===== config.mk =====
export PLATFORM = sky130hd
export DESIGN_NAME = pulse_extend_arb
export DESIGN_NICKNAME = d
export VERILOG_FILES = /design/src/rtl/pulse_extend_arb.sv
export SDC_FILE = /design/constraint.sdc
export NUM_CORES = 1
export LEC_CHECK = 0
export ABC_AREA = 1
export CAP_MARGIN = 20
export CORE_ASPECT_RATIO = 0.75
export CORE_MARGIN = 2
export CORE_UTILIZATION = 45
export CTS_BUF_LIST = sky130_fd_sc_hd__clkbuf_4
export DETAILED_ROUTE_END_ITERATION = 6
export PLACE_DENSITY_LB_ADDON = 0.08
export SKIP_LAST_GASP = 1
export SYNTH_ARGS = -nofsm -noshare
export SYNTH_HDL_FRONTEND = slang
export SYNTH_SLANG_ARGS = --single-unit

===== constraint.sdc =====
create_clock -name i_clk -period 2.1 [get_ports i_clk]
set_input_delay 0.63 -clock i_clk [delete_from_list [all_inputs] [get_ports i_clk]]
set_output_delay 0.63 -clock i_clk [all_outputs]
set_load 0.05 [all_outputs]

===== src/rtl/pulse_extend_arb.sv =====
// pulse_extend_arb
//
// Shares one stretched-pulse output channel between REQ_NUM requesters.
// Each requester fires single-cycle valid/data pulses. Every pulse is held
// as pending until a round-robin arbiter grants it. The granted request
// then owns o_vld/o_vld_data for EXTEND_CYC_NUM cycles, followed by
// GAP_CYC_NUM forced-idle guard cycles before the next grant.
//
// Ports:
//   i_clk       clock
//   i_rst_n     asynchronous, active-low reset
//   i_req_vld   per-requester request pulse
//   i_req_data  per-requester data bit, sampled with its i_req_vld
//   i_flush     synchronous abort of the current grant and all pending requests
//   o_vld       extended valid
//   o_vld_data  extended data, 0 whenever o_vld is 0
//   o_gnt_id    requester being served; holds its last value when idle
//   o_done      one-hot pulse on the final o_vld cycle of a grant
//   o_drop      pulse when a pending request was overwritten before service
//   o_busy      high whenever the arbiter is not idle
module pulse_extend_arb #(
    parameter  int REQ_NUM        = 4,
    parameter  int EXTEND_CYC_NUM = 12,
    parameter  int GAP_CYC_NUM    = 2,
    localparam int IDW            = (REQ_NUM == 1) ? 1 : $clog2(REQ_NUM),
    localparam int MAX_CYC        = (EXTEND_CYC_NUM > GAP_CYC_NUM) ? EXTEND_CYC_NUM : GAP_CYC_NUM,
    localparam int CNT_W          = $clog2(MAX_CYC + 1)
) (
    input  logic               i_clk,
    input  logic               i_rst_n,
    input  logic [REQ_NUM-1:0] i_req_vld,
    input  logic [REQ_NUM-1:0] i_req_data,
    input  logic               i_flush,
    output logic               o_vld,
    output logic               o_vld_data,
    output logic [IDW-1:0]     o_gnt_id,
    output logic [REQ_NUM-1:0] o_done,
    output logic [REQ_NUM-1:0] o_drop,
    output logic               o_busy
);

    localparam int EXT_LAST = EXTEND_CYC_NUM - 1;
    // GAP is never entered when GAP_CYC_NUM is 0, so the clamp only keeps the constant legal.
    localparam int GAP_LAST = (GAP_CYC_NUM > 0) ? GAP_CYC_NUM - 1 : 0;

    typedef enum logic [1:0] {
        IDLE   = 2'd0,
        EXTEND = 2'd1,
        GAP    = 2'd2
    } state_t;

    state_t             state_q, state_d;
    logic [CNT_W-1:0]   cnt_q, cnt_d;
    logic [IDW-1:0]     rrPtr_q, rrPtr_d;
    logic [IDW-1:0]     gntId_d;
    logic               data_q, data_d;
    logic [REQ_NUM-1:0] pend_q, pend_d;
    logic [REQ_NUM-1:0] pendData_q, pendData_d;
    logic [REQ_NUM-1:0] drop_d;
    logic [REQ_NUM-1:0] done_d;
    logic               lastExt, lastGap, arbSlot, grantNow;
    logic               winFound;
    logic [IDW-1:0]     winId, candId;

    // Round-robin search: first pending requester strictly after rrPtr_q, wrapping.
    always_comb begin
        winFound = 1'b0;
        winId    = rrPtr_q;
        candId   = '0;
        for (int i = 1; i <= REQ_NUM; i++) begin
            candId = IDW'((int'(rrPtr_q) + i) % REQ_NUM);
            if (!winFound && pend_q[candId]) begin
                winFound = 1'b1;
                winId    = candId;
            end
        end
    end

    // Arbitration is allowed when idle, on the last GAP cycle, or on the last
    // EXTEND cycle when there is no guard gap at all.
    always_comb begin
        lastExt  = (state_q == EXTEND) && (cnt_q == CNT_W'(EXT_LAST));
        lastGap  = (state_q == GAP) && (cnt_q == CNT_W'(GAP_LAST));
        arbSlot  = (state_q == IDLE) || lastGap || (lastExt && (GAP_CYC_NUM == 0));
        grantNow = arbSlot && winFound;
    end

    // Next-state logic for the pending latches, counter and grant.
    // A fresh pulse on the requester being granted re-arms its pending bit
    // with new data; the grant itself takes the data captured earlier.
    always_comb begin
        state_d    = state_q;
        cnt_d      = cnt_q;
        rrPtr_d    = rrPtr_q;
        gntId_d    = o_gnt_id;
        data_d     = data_q;
        pend_d     = pend_q;
        pendData_d = pendData_q;
        drop_d     = '0;
        done_d     = '0;

        if (grantNow) begin
            pend_d[winId] = 1'b0;
        end

        for (int k = 0; k < REQ_NUM; k++) begin
            if (i_req_vld[k]) begin
                if (pend_q[k] && !(grantNow && (winId == IDW'(k)))) begin
                    drop_d[k] = 1'b1;
                end
                pend_d[k]     = 1'b1;
                pendData_d[k] = i_req_data[k];
            end
        end

        case (state_q)
            IDLE: begin
                cnt_d = '0;
            end
            EXTEND: begin
                if (lastExt) begin
                    state_d = (GAP_CYC_NUM > 0) ? GAP : IDLE;
                    cnt_d   = '0;
                end else begin
                    cnt_d = cnt_q + CNT_W'(1);
                end
            end
            GAP: begin
                if (lastGap) begin
                    state_d = IDLE;
                    cnt_d   = '0;
                end else begin
                    cnt_d = cnt_q + CNT_W'(1);
                end
            end
            default: begin
                state_d = IDLE;
                cnt_d   = '0;
            end
        endcase

        if (grantNow) begin
            state_d = EXTEND;
            cnt_d   = '0;
            rrPtr_d = winId;
            gntId_d = winId;
            data_d  = pendData_q[winId];
        end

        // Flush wins over everything, including requests arriving in the same cycle.
        if (i_flush) begin
            state_d    = IDLE;
            cnt_d      = '0;
            rrPtr_d    = rrPtr_q;
            gntId_d    = o_gnt_id;
            data_d     = data_q;
            pend_d     = '0;
            pendData_d = '0;
            drop_d     = '0;
        end

        if ((state_d == EXTEND) && (cnt_d == CNT_W'(EXT_LAST))) begin
            done_d = REQ_NUM'(1) << gntId_d;
        end
    end

    // State register; outputs are registered from the next-state values so
    // they line up exactly with the state they describe.
    always_ff @(posedge i_clk or negedge i_rst_n) begin
        if (!i_rst_n) begin
            state_q    <= IDLE;
            cnt_q      <= '0;
            rrPtr_q    <= IDW'(REQ_NUM - 1);
            data_q     <= 1'b0;
            pend_q     <= '0;
            pendData_q <= '0;
            o_vld      <= 1'b0;
            o_vld_data <= 1'b0;
            o_gnt_id   <= '0;
            o_done     <= '0;
            o_drop     <= '0;
            o_busy     <= 1'b0;
        end else begin
            state_q    <= state_d;
            cnt_q      <= cnt_d;
            rrPtr_q    <= rrPtr_d;
            data_q     <= data_d;
            pend_q     <= pend_d;
            pendData_q <= pendData_d;
            o_vld      <= (state_d == EXTEND);
            o_vld_data <= (state_d == EXTEND) && data_d;
            o_gnt_id   <= gntId_d;
            o_done     <= done_d;
            o_drop     <= drop_d;
            o_busy     <= (state_d != IDLE);
        end
    end

endmodule


# ---- Word level (Yosys, flattened, before mapping)
# Cells that the tools add are included.
dict set report op_classes {
  bitwise 3
  addsub 5
  n_shift 1
  reduce_logical 37
  eq_ne 9
  order_cmp 6
  n_mux 55
}
# operator count
set op_table {}
lappend op_table {{$mux W4} 9}
lappend op_table {{$mux W1} 28}
lappend op_table {{$mux W2} 10}
lappend op_table {{$logic_and A1 B1 Y1} 17}
lappend op_table {{$lt A2 B3 Y1 const B} 5}
lappend op_table {{$reduce_bool A3 Y1} 4}
lappend op_table {{$bmux W1 S2} 5}
lappend op_table {{$reduce_bool A2 Y1} 5}
lappend op_table {{$eq A4 B4 Y1 const B} 2}
lappend op_table {{$pmux W4 S2} 1}
lappend op_table {{$logic_not A1 Y1} 7}
lappend op_table {{$eq A2 B1 Y1 const B} 3}
lappend op_table {{$eq A2 B2 Y1 const B} 3}
lappend op_table {{$pmux W2 S3} 1}
lappend op_table {{$add A2 B1 Y2 const B} 2}
lappend op_table {{$add A2 B2 Y2 const B} 2}
lappend op_table {{$add A4 B1 Y4 const B} 1}
lappend op_table {{$and A4 B4 Y4} 1}
lappend op_table {{$eq A4 B1 Y1 const B} 1}
lappend op_table {{$logic_not A2 Y1} 2}
lappend op_table {{$not A4 Y4} 1}
lappend op_table {{$shl A1 B2 Y4 const A} 1}
lappend op_table {{$demux W1 S2} 1}
lappend op_table {{$ge A2 B1 Y1 const B} 1}
lappend op_table {{3 further kinds} 3}
dict set report word_totals {
  register_bits 30
  output_inout_bits 13
  in_bits 11
  word_cells 134
}

# ---- Longest topological paths before layout
# Gate-level depths: netlist of the first run.
dict set report logic_depth {
  word_depth 22
  depth_mapped 16
  mapped_depth_nobuf 15
}

# ---- Worst setup path before layout of the first run
# Ideal clock, no wire load.
dict set report synth_timing {
  path_type {reg2reg}
  startpoint {reg rrPtr_q[0]}
  endpoint {reg o_done[1]}
  stages_incl_launch_ff 14
  synth_period_minus_slack_ns 1.712
  path_slack_ns 0.388
  path_buffers 2
  setup_ns 0.119
  required_time_ns 1.981
  t_arrival_ns 1.593
  path_cell_list {dfstp_2 > inv_2 > buf_6 > nand2_4 > nand2_4 > nor2_2 > nand4_2 > nand2_2 > buf_6 > nand4_1 > nand2_1 > inv_2 > nand3_1 > nor2_1}
}
dict set report synth_between {
  elab_chain_len 19
  elab_cells_between_ends 38
  cone_classes {4 x add/sub; 2 x eq/ne; 1 x shift; 23 x mux; 8 x reduce/logical}
}
# element line_no
set synth_lines {}
lappend synth_lines {{start, declared} 54} ;# logic [IDW-1:0] rrPtr_q, rrPtr_d;
lappend synth_lines {{start signal, assigned} 173} ;# rrPtr_q <= IDW'(REQ_NUM - 1);
lappend synth_lines {{start signal, assigned} 186} ;# rrPtr_q <= rrPtr_d;
lappend synth_lines {{$add A2 B1 Y2} 71} ;# candId = IDW'((int'(rrPtr_q) + i) % REQ_NUM);
lappend synth_lines {{$bmux W1 S2} 72} ;# if (!winFound && pend_q[candId]) begin
lappend synth_lines {{$mux W1 (implied by the code)} 72}
lappend synth_lines {{$mux W1} 72}
lappend synth_lines {{$logic_not A1 Y1} 72}
lappend synth_lines {{$logic_and A1 B1 Y1} 72}
lappend synth_lines {{$mux W1} 72}
lappend synth_lines {{$logic_not A1 Y1} 72}
lappend synth_lines {{[... 4 more ...]} -}
lappend synth_lines {{$mux W1} 72}
lappend synth_lines {{$logic_and A1 B1 Y1} 85} ;# grantNow = arbSlot && winFound;
lappend synth_lines {{$mux W4 or $mux W2 (tied branches)} 142} ;# if (grantNow) begin
lappend synth_lines {{$mux W4 or $mux W2 (tied branches)} 151} ;# if (i_flush) begin
lappend synth_lines {{$eq A4 B4 Y1 or $eq A2 B1 Y1 (tied branches)} 162} ;# if ((state_d == EXTEND) && (cnt_d == CNT_W'(EXT_LAST))) begin
lappend synth_lines {{$logic_and A1 B1 Y1} 162}
lappend synth_lines {{$mux W4 *} 162}
lappend synth_lines {{net done_d[1]} 60} ;# logic [REQ_NUM-1:0] done_d;
lappend synth_lines {{end signal, assigned} 193} ;# o_done <= done_d;
lappend synth_lines {{end, declared} 37} ;# output logic [REQ_NUM-1:0] o_done,
# The timed path passes the listed nets; every way through them passes the cells marked *. The select of a mux whose other input is x is not followed.
# A chain may end at the register's enable or synchronous reset.

# ---- Worst setup path in the final report of the first run
dict set report layout_timing {
  startpoint {reg rrPtr_q[0]}
  endpoint {reg o_done[2]}
}
dict set report layout_between {
  elab_cells_between_ends 38
  cone_classes {4 x add/sub; 2 x eq/ne; 1 x shift; 23 x mux; 8 x reduce/logical}
}
# element line_no
set layout_rtl {}
lappend layout_rtl {{$add A2 B1 Y2} 71}
lappend layout_rtl {{$bmux W1 S2} 72}
lappend layout_rtl {{$mux W1 (implied by the code)} 72}
lappend layout_rtl {{$mux W1} 72}
lappend layout_rtl {{$logic_not A1 Y1} 72}
lappend layout_rtl {{$logic_and A1 B1 Y1} 72}
lappend layout_rtl {{$mux W1} 72}
lappend layout_rtl {{$logic_not A1 Y1} 72}
lappend layout_rtl {{[... 4 more ...]} -}
lappend layout_rtl {{$mux W1} 72}
lappend layout_rtl {{$logic_and A1 B1 Y1} 85}
lappend layout_rtl {{$mux W2 *} 142}
lappend layout_rtl {{$mux W2 *} 151}
lappend layout_rtl {{net gntId_d[1]} 55} ;# logic [IDW-1:0] gntId_d;
lappend layout_rtl {{$shl A1 B2 Y4 *} 163} ;# done_d = REQ_NUM'(1) << gntId_d;
lappend layout_rtl {{$mux W4 *} 162}
lappend layout_rtl {{net done_d[2]} 60}
# Marks and branches as above.

==> results.rst, run 1 <==
.. list-table::
   :header-rows: 1

   * - Metric
     - Value
   * - Status
     - complete, no violations
   * - Number of nets with antenna violations after detailed routing
     - 0
   * - Total of flip-flops plus latches after synthesis
     - 30
   * - Final standard cell utilization of the core
     - between 50% and 60%
   * - # IOs
     - 24
   * - Static leakage
     - roughly 1.2 nW
   * - Area of combinational cells with multiple inputs
     - between 700 and 800 um^2
   * - Maximum ir drop on the vdd rail
     - around 640 uV
   * - TritonCTS clock tree
     - done
   * - Top FF cell, synth
     - sky130_fd_sc_hd__dfrtp_1
   * - Net switching power
     - ~1.2 mW
   * - Wire per inst
     - between 10 and 15 um
   * - Cell-internal power
     - 1.29 mW
   * - Register cell area after layout
     - 753 um^2
   * - Number of remaining DRC errors
     - 0
   * - Worst slack at placement
     - about 0.035 ns
   * - Post-synthesis area per instance
     - between 8 and 9 um^2
   * - Initial standard-cell utilization of the core
     - 46.6%
   * - Number of optimization iterations in the first detailed-route pass
     - 4
   * - Clock Path Buffers
     - 2
   * - Largest delay share family, worst path
     - simple AND/OR/NAND/NOR gates
   * - Fraction of registers with async set or reset after synthesis
     - 100%
   * - Type of element capturing the critical path
     - flip-flop
   * - Largest net degree at the start of global routing
     - 31
   * - Final total negative setup slack
     - 0 ns
   * - Starting DRC count in detailed routing
     - ~110
   * - Overflow left after global routing
     - 0
   * - Startpoint of the worst setup timing path
     - rrPtr_q[0]
   * - Cell types occupying the most area after synthesis
     - sky130_fd_sc_hd__dfrtp_1 (41%), sky130_fd_sc_hd__nand2_1 (12%), sky130_fd_sc_hd__inv_1 (7.1%)
   * - Most repeated cell in the gate-level netlist after synthesis
     - sky130_fd_sc_hd__nand2_1
   * - Peak Freq
     - 516 MHz
   * - Most used routing layer in global routing
     - met1
   * - Final critical path time including I/O delays and setup
     - around 1.9 ns
   * - Placement Rows
     - 19
   * - Transition time at the pin with the least slew margin
     - approximately 0.50 ns
   * - Count of final max-slew check failures
     - 0
   * - Reg2reg end
     - o_done[2]
   * - Pwr per Cell Area
     - roughly 1200 nW/um^2
   * - Worst Path Buf+Inv
     - 2
   * - Final instance area
     - roughly 2100 um^2
   * - Path class of the lowest-slack min-delay path
     - flip-flop to flip-flop
   * - Portion of the clock cycle consumed by the worst path in the final layout
     - slightly above 90%
   * - Total standard cell area after synthesis
     - approximately 1700 um^2
   * - Cell count after synthesis
     - ~210
   * - GR Util met3
     - around 5.5%
   * - Register area share after synthesis
     - 44.4%
   * - Syn_nets
     - 229
   * - Number of filler cells placed in the layout
     - 343
   * - Top cells by instance count after synthesis
     - sky130_fd_sc_hd__nand2_1 (54), sky130_fd_sc_hd__inv_1 (32), sky130_fd_sc_hd__dfrtp_1 (28)
   * - Vias after detailed routing
     - 1427
   * - Number of global-route vias before repair
     - ~1300
   * - Register-to-register path setup slack
     - 0.16 ns
   * - Die Y-Extent
     - ~57 um
   * - Placer Congestion
     - approximately 0.80
   * - Met2 track demand over resource
     - 24.4%
   * - MaxCap Viol Count
     - 0
   * - Overall routing resource usage
     - between 10% and 20%
   * - Maximum fanout count along the critical path
     - 7
   * - Arrival time of data at the critical path endpoint
     - approximately 2.2 ns
   * - Floorplan die width
     - around 75 um
   * - Cell at the slowest stage of the critical path
     - sky130_fd_sc_hd__dfstp_2
   * - Count of port buffers added during placement
     - 23
   * - Post-place instance area
     - 1990 um^2
   * - Instance count on the critical path
     - 10
   * - Clock root buffer master
     - sky130_fd_sc_hd__clkbuf_4
   * - Wire length of the first global-routing pass
     - about 6.1 mm
   * - Endpoint of the most critical setup path
     - o_done[2]
   * - Cell-by-cell listing of the critical path
     - buf_4 > nand2_1 > and2_4 > nand4_2 > nand2_2 > nor2_4 > nand2_2 > nand2_1 > inv_1 > nor3_1
   * - Total clock buffers created by CTS
     - 5
   * - Final net count
     - around 260
   * - Post-detailed-placement half-perimeter wirelength
     - ~2.7 mm
   * - Largest stage delay on the critical path
     - roughly 0.61 ns
   * - Area added between synthesis and finish
     - 22.7%
   * - Number of warnings reported in the yosys synthesis log
     - 0
   * - EDFF count, synth
     - 0
   * - Fraction of power spent switching nets
     - approximately half
   * - Worst max-slew margin expressed relative to the limit
     - 66.3%
   * - CTS H-Tree Depth
     - 2
   * - Number of cell instances on the worst register-to-register path
     - 10
   * - Hold_buf cts
     - 0
   * - Standard cell core area
     - approximately 3600 um^2
   * - Die outline area
     - 4280 um^2
   * - Portion of total power attributed to the clock network
     - roughly an eighth
   * - Share of Yosys cell area claimed by the top area cell type
     - ~41%
   * - Crit start category
     - flip-flop
   * - Distinct cell type count after synthesis
     - 31
   * - Final routed wirelength across all metal layers
     - between 3 and 4 mm
   * - Max Clock Skew
     - around 0.0061 ns
   * - Ant. Diodes
     - 0
   * - Fraction of final layout cells sized beyond drive strength 1
     - 19.8%
   * - Share of power burned in registers
     - a little under a third
   * - Post-route worst setup slack
     - 0.163 ns
   * - Antenna violations before repair
     - 0
   * - Clock Latency Late Sink
     - around 0.33 ns
   * - Global routing usage on met1
     - a little under a third
   * - Library cell occupying the most area in the post-synthesis netlist
     - sky130_fd_sc_hd__dfrtp_1
   * - Critical path required time
     - between 2 and 2.5 ns
   * - Beginning of the worst register-to-register path
     - rrPtr_q[0]
   * - Clock-pin slew reported for the worst setup and hold paths after clock tree synthesis
     - about 0.1 ns
   * - Crit path kind
     - flip-flop to flip-flop
   * - Final hold violation count
     - 0
   * - Avg Vias per Cell
     - 4.76
   * - Sinks on the clock net
     - 30
   * - Tot Pwr
     - around 2.5 mW
   * - Setup repair after global routing missed its margin
     - false
   * - Count of final setup violators
     - 0
   * - Combinational Power Share
     - a little under three fifths
-- sequential cells by signal (all words and copies together), names as in the netlist --
| signal | count |
|---|---|
| state_q | 2 |
| o_vld | 1 |
| o_done | 4 |
| rrPtr_q | 2 |
| o_gnt_id | 2 |
| o_drop | 4 |
| o_vld_data | 1 |
| o_busy | 1 |
| cnt_q | 4 |
| data_q | 1 |
| pendData_q | 4 |
| pend_q | 4 |
-- power by group through the flow --
stage,sequential (mW),combinational (mW),clock [mW]
final,0.796,1.41,0.337
after global placement,0.810,1.35,0
after CTS,0.797,1.36,0.347
after detailed placement,0.808,1.35,0
after floorplan,0.951,0.901,0
after global routing,0.809,1.57,0.374
-- layout by cell type (no fill, tap or decap), drive strengths merged --
cell and n:
nand3 20, nand3b 1, xnor2 1, clkinv 2, dfstp 2, buf 15, or2 1, inv 35
nand2 65, ha 6, dlymetal6s2s 5, clkdlybuf4s50 10, xor2 1, nor2 16, dfrtp 28, a211oi 2
clkbuf 6, nor3 5, a21oi 3, dlygate4sd2 2, and2 1, nand4 7, o211ai 3, o21ai 11
-- worst reg2reg max path, stage by stage (launching register included) --
cell and delay (ns):
sky130_fd_sc_hd__dfstp_2 0.61, sky130_fd_sc_hd__buf_4 0.13, sky130_fd_sc_hd__nand2_1 0.05, sky130_fd_sc_hd__and2_4 0.17
sky130_fd_sc_hd__nand4_2 0.10, sky130_fd_sc_hd__nand2_2 0.13, sky130_fd_sc_hd__nor2_4 0.20, sky130_fd_sc_hd__nand2_2 0.08
sky130_fd_sc_hd__nand2_1 0.13, sky130_fd_sc_hd__inv_1 0.07, sky130_fd_sc_hd__nor3_1 0.18
-- cell type report --
class | count | area share, %
clock buffer | 6 | 2.16
tap | 52 | 3.12
timing repair buffer | 32 | 14.1
clock inverter | 2 | 0.421
inverter | 35 | 6.55
multi-input combinational | 143 | 37.5
sequential | 30 | 36.2
-- kinds of logic (layout without fill, tap and decap cells) --
| family | after synthesis | in the layout | share of synthesized area (%) |
|---|---|---|---|
| AOI/OAI and AO/OA | 19 | 19 | 6.34 |
| xor gates and xnor gates | 2 | 2 | 1.03 |
| adders and majority gates | 6 | 6 | 4.42 |
| buffers and inverters | 39 | 75 | 10.1 |
| DFF | 30 | 30 | 44.4 |
| and+or+nand+nor | 116 | 116 | 33.7 |
-- worst min-delay path by stage --
stage / start / depth (start not counted) / to
after floorplan: i_rst_n / 0 / cnt_q[0]
after global placement: pendData_q[0] / 2 / pendData_q[0]
after detailed placement: pendData_q[0] / 2 / pendData_q[0]
after CTS: pendData_q[0] / 2 / pendData_q[0]
after global routing: pendData_q[0] / 2 / pendData_q[0]
final: pendData_q[0] / 2 / pendData_q[0]
-- timing repair --
item / CTS / global route
setup endpoints to repair: 2 / 13
buffers inserted: 0 / 2
resized for setup: 2 / 9
-- through the flow --
step,hold WS [ns],instances
3_3_place_gp,0.502,290
5_1_grt,0.571,300
4_1_cts,0.535,298
3_5_place_dp,0.511,290
2_1_floorplan,0.334,212
6_report,0.543,300
-- metal layers --
layer | up-vias | wire length (um) | share of wire [%]
li1 | 747 | - | -
met1 | 633 | 1950 | 55
met4 | 0 | 61 | 1.7
met5 | - | 0 | 0
met2 | 40 | 1350 | 38
met3 | 7 | 202 | 5.7
(Power assumes the default switching activity.)
==> inputs of run 2 (changes only) <==
--- a/config.mk
+++ b/config.mk
@@ -5,13 +5,15 @@
 export SDC_FILE = /design/constraint.sdc
 export NUM_CORES = 1
 export LEC_CHECK = 0
-export ABC_AREA = 1
 export CAP_MARGIN = 20
+export CELL_PAD_IN_SITES_DETAIL_PLACEMENT = 1
+export CELL_PAD_IN_SITES_GLOBAL_PLACEMENT = 1
 export CORE_ASPECT_RATIO = 0.75
 export CORE_MARGIN = 2
-export CORE_UTILIZATION = 45
+export CORE_UTILIZATION = 43
 export CTS_BUF_LIST = sky130_fd_sc_hd__clkbuf_4
 export DETAILED_ROUTE_END_ITERATION = 6
+export MAX_ROUTING_LAYER = met4
 export PLACE_DENSITY_LB_ADDON = 0.08
 export SKIP_LAST_GASP = 1
 export SYNTH_ARGS = -nofsm -noshare
==> results.rst, run 2 <==
.. list-table::
   :header-rows: 1

   * - Metric
     - Value
   * - Status
     - finished with violations
   * - Violations in the final reports
     - setup timing
   * - Share of Yosys cell area claimed by the top area cell type
     - between 40% and 50%
   * - Register-to-register path setup slack
     - -0.47 ns
   * - Largest delay share family, worst path
     - simple AND/OR/NAND/NOR gates
   * - Post-place instance area
     - approximately 2100 um^2
   * - EDFF count, synth
     - 0
   * - Antenna violations before repair
     - 0
   * - Top library cells by usage in the layout, fill and taps aside
     - sky130_fd_sc_hd__buf_4 (52), sky130_fd_sc_hd__dfrtp_1 (28), sky130_fd_sc_hd__nor2_1 (18), sky130_fd_sc_hd__inv_1 (13), sky130_fd_sc_hd__clkdlybuf4s50_1 (10)
   * - Final hold violation count
     - 0
   * - Fraction of the mapped netlist area in compound gates
     - between 15 and 20%
   * - Fraction of final layout cells sized beyond drive strength 1
     - around two fifths
   * - Number of filler cells placed in the layout
     - approximately 350
   * - Syn_nets
     - 174
   * - Top layer reached by signal wires
     - met4
   * - Met2 wire length
     - 3.26 mm
   * - Placer Congestion
     - about 0.89
   * - Type of element capturing the critical path
     - flip-flop
   * - Top FF cell, synth
     - sky130_fd_sc_hd__dfrtp_1
   * - Clock Path Buffers
     - 2
   * - Avg Vias per Cell
     - 6.06
   * - Adder-cell share of the synthesized area
     - about 4.8%
   * - CTS H-Tree Depth
     - 2
   * - Post-detailed-placement half-perimeter wirelength
     - ~3.4 mm
   * - Peak Freq
     - 388 MHz
   * - Library cell occupying the most area in the post-synthesis netlist
     - sky130_fd_sc_hd__dfrtp_1
   * - Worst slack at placement
     - -0.429 ns
   * - Share of synthesized area spent on multiplexers
     - under 10%
   * - Total of flip-flops plus latches after synthesis
     - 30
   * - Largest stage delay on the critical path
     - roughly 0.53 ns
   * - Simple-gate share of the synthesized area
     - approximately 22%
   * - Fraction of registers with async set or reset after synthesis
     - 100%
   * - Number of remaining DRC errors
     - 0
   * - Final routed wirelength across all metal layers
     - 6.52 mm
   * - # IOs
     - 24
   * - TritonCTS clock tree
     - done
   * - Cell-by-cell listing of the critical path
     - inv_1 > ha_1 > nor2_1 > a2111o_1 > buf_6 > nor4_4 > buf_4 > or4_1 > nor4_2
   * - Wire per inst
     - around 24 um
   * - Max Clock Skew
     - approximately 0.012 ns
   * - Number of nets with antenna violations after detailed routing
     - 0
   * - Final instance area
     - 2360 um^2
   * - Portion of the clock cycle consumed by the worst path in the final layout
     - 123%
   * - Arrival time of data at the critical path endpoint
     - approximately 2.8 ns
   * - Pwr per Cell Area
     - roughly 1200 nW/um^2
   * - Die Y-Extent
     - roughly 56 um
   * - Total standard cell area after synthesis
     - 1560 um^2
   * - Distinct cell type count after synthesis
     - 41
   * - Register cell area after layout
     - 753 um^2
   * - Largest net degree at the start of global routing
     - 31
   * - Overall routing resource usage
     - between 20% and 30%
   * - Cell types occupying the most area after synthesis
     - sky130_fd_sc_hd__dfrtp_1 (45%), sky130_fd_sc_hd__ha_1 (4.8%), sky130_fd_sc_hd__nor2_1 (4.6%)
   * - Largest family of logic cells by synthesized area
     - simple AND/OR/NAND/NOR gates
   * - Count of final setup violators
     - 13
   * - Wire length of the first global-routing pass
     - roughly 7.9 mm
   * - Count of final max-slew check failures
     - 0
   * - Die outline area
     - 4140 um^2
   * - Count of port buffers added during placement
     - 23
   * - Worst Path Buf+Inv
     - 3
   * - Cell at the slowest stage of the critical path
     - sky130_fd_sc_hd__or4_1
   * - Worst max-slew margin expressed relative to the limit
     - 59.5%
   * - MaxCap Viol Count
     - 0
   * - Sinks on the clock net
     - 30
   * - Static leakage
     - between 1 and 1.5 nW
   * - Overflow left after global routing
     - 0
   * - Setup repair after global routing missed its margin
     - true
   * - Final critical path time including I/O delays and setup
     - approximately 2.6 ns
   * - Commonest non-fill, non-tap cell in the layout
     - sky130_fd_sc_hd__buf_4
   * - Critical path required time
     - 2.34 ns
   * - Number of warnings reported in the yosys synthesis log
     - 0
   * - Top cells by instance count after synthesis
     - sky130_fd_sc_hd__dfrtp_1 (28), sky130_fd_sc_hd__nor2_1 (19), sky130_fd_sc_hd__inv_1 (15)
   * - Placement Rows
     - 18
   * - Clock Latency Late Sink
     - ~0.34 ns
   * - Most repeated cell in the gate-level netlist after synthesis
     - sky130_fd_sc_hd__dfrtp_1
   * - Maximum fanout count along the critical path
     - 4
   * - Crit path kind
     - flip-flop to flip-flop
   * - Area added between synthesis and finish
     - 51.3%
   * - Vias after detailed routing
     - between 1500 and 2000
   * - Clock-pin slew reported for the worst setup and hold paths after clock tree synthesis
     - about 0.10 ns
   * - Initial standard-cell utilization of the core
     - 46.3%
   * - Hold_buf cts
     - 0
   * - Number of optimization iterations in the first detailed-route pass
     - 4
   * - Crit start category
     - flip-flop
   * - Transition time at the pin with the least slew margin
     - approximately 0.61 ns
   * - Final total negative setup slack
     - -2.74 ns
   * - Post-route worst setup slack
     - -0.475 ns
   * - Met3 Wirelength
     - 371 um
   * - Area of combinational cells with multiple inputs
     - a little under 900 um^2
   * - Clock root buffer master
     - sky130_fd_sc_hd__clkbuf_4
   * - Cell count after synthesis
     - 157
   * - Post-synthesis area per instance
     - around 10 um^2
   * - Maximum ir drop on the vdd rail
     - ~1100 uV
   * - Path class of the lowest-slack min-delay path
     - flip-flop to flip-flop
   * - Floorplan die width
     - between 70 and 80 um
   * - Final net count
     - 246
   * - Standard cell core area
     - approximately 3400 um^2
   * - Ant. Diodes
     - 0
   * - Starting DRC count in detailed routing
     - between 100 and 150
   * - Number of global-route vias before repair
     - ~1600
   * - Met1 Wirelength
     - 2.61 mm
   * - Total clock buffers created by CTS
     - 5
   * - Register area share after synthesis
     - just under 50%
   * - Xor-xnor portion of the synthesized cell area
     - under 10%
==> run 2: cell types whose count changed in the layout (fill, tap and decap cells not counted), moves of 4 or more <==
cell / change
sky130_fd_sc_hd__nand2_1: -45
sky130_fd_sc_hd__buf_4: +37
sky130_fd_sc_hd__inv_1: -19
sky130_fd_sc_hd__nand3_1: -16
sky130_fd_sc_hd__nand2_2: -11
sky130_fd_sc_hd__o21ai_0: -8
sky130_fd_sc_hd__a21oi_1: +6
sky130_fd_sc_hd__nand4_1: -6
sky130_fd_sc_hd__dlymetal6s2s_1: -5
sky130_fd_sc_hd__a32oi_1: +4
sky130_fd_sc_hd__buf_6: +4
sky130_fd_sc_hd__mux2i_1: +4
sky130_fd_sc_hd__nor2_1: +4
==> run 2: logic make-up (layout without fill, tap and decap cells) <==
logic type / count (synthesis) / in the layout
adders and majority gates: 6 / 6
muxes: 4 / 4
buffers and inverters: 18 / 91
DFF: 30 / 30
and+or+nand+nor: 62 / 62
xor gates and xnor gates: 2 / 2
AOI/OAI and AO/OA: 35 / 35
==> run 2: power by group <==
part | switching [mW] | total (mW) | internal [mW]
clock network | 0.212 | 0.491 | 0.278
logic | 0.867 | 1.47 | 0.602
registers | 0.0903 | 0.780 | 0.690
==> run 2: metrics by stage <==
stage | util [%] | cells | hold WS (ns) | power, mW
CTS | 64.4 | 263 | 0.504 | 2.41
floorplan | - | 157 | 0.334 | 1.41
finish | 70.0 | 270 | 0.516 | 2.74
global route | 70.0 | 270 | 0.545 | 2.87
detailed placement | 61.2 | 252 | 0.483 | 1.89
global placement | 61.2 | 252 | 0.484 | 1.84
==> run 2: tightest hold or removal path, cell delays in order (launching register included) <==
cell and delay (ns):
sky130_fd_sc_hd__dfrtp_1 0.34, sky130_fd_sc_hd__nand2_1 0.06, sky130_fd_sc_hd__o221ai_2 0.08
==> run 2: routing by layer <==
layer  global-route usage, %  vias to the layer above
met4                    7.79                        0
met1                    32.6                      839
li1                        -                      707
met3                    6.70                       26
met2                    40.7                       65
met5                       -                        -
==> run 2: final cells by class <==
class                           instances  area share (%)
Multi-Input combinational cell        109            36.8
Inverter                               15            2.38
Tap cell                               40            2.12
Clock buffer                            7            2.22
Clock inverter                          1            1.27
Sequential cell                        30            31.9
Timing Repair Buffer                   68            23.4
==> run 2: worst paths after layout <==
path                       startpoint         end  cells after the start
max                        state_q[0]   o_done[3]                      9
min                            data_q      data_q                      2
max reg2reg                state_q[0]   o_done[3]                      9
min in group asynchronous     i_rst_n      o_busy                      2
max in group asynchronous     i_rst_n  rrPtr_q[0]                      2
min reg2reg                    data_q      data_q                      2
==> run 2: what timing repair did <==
| item | CTS | global route |
|---|---|---|
| pin swaps | 1 | 6 |
| gates resized for setup | 4 | 27 |
| setup buffers | 3 | 8 |
| setup endpoints to repair | 11 | 16 |
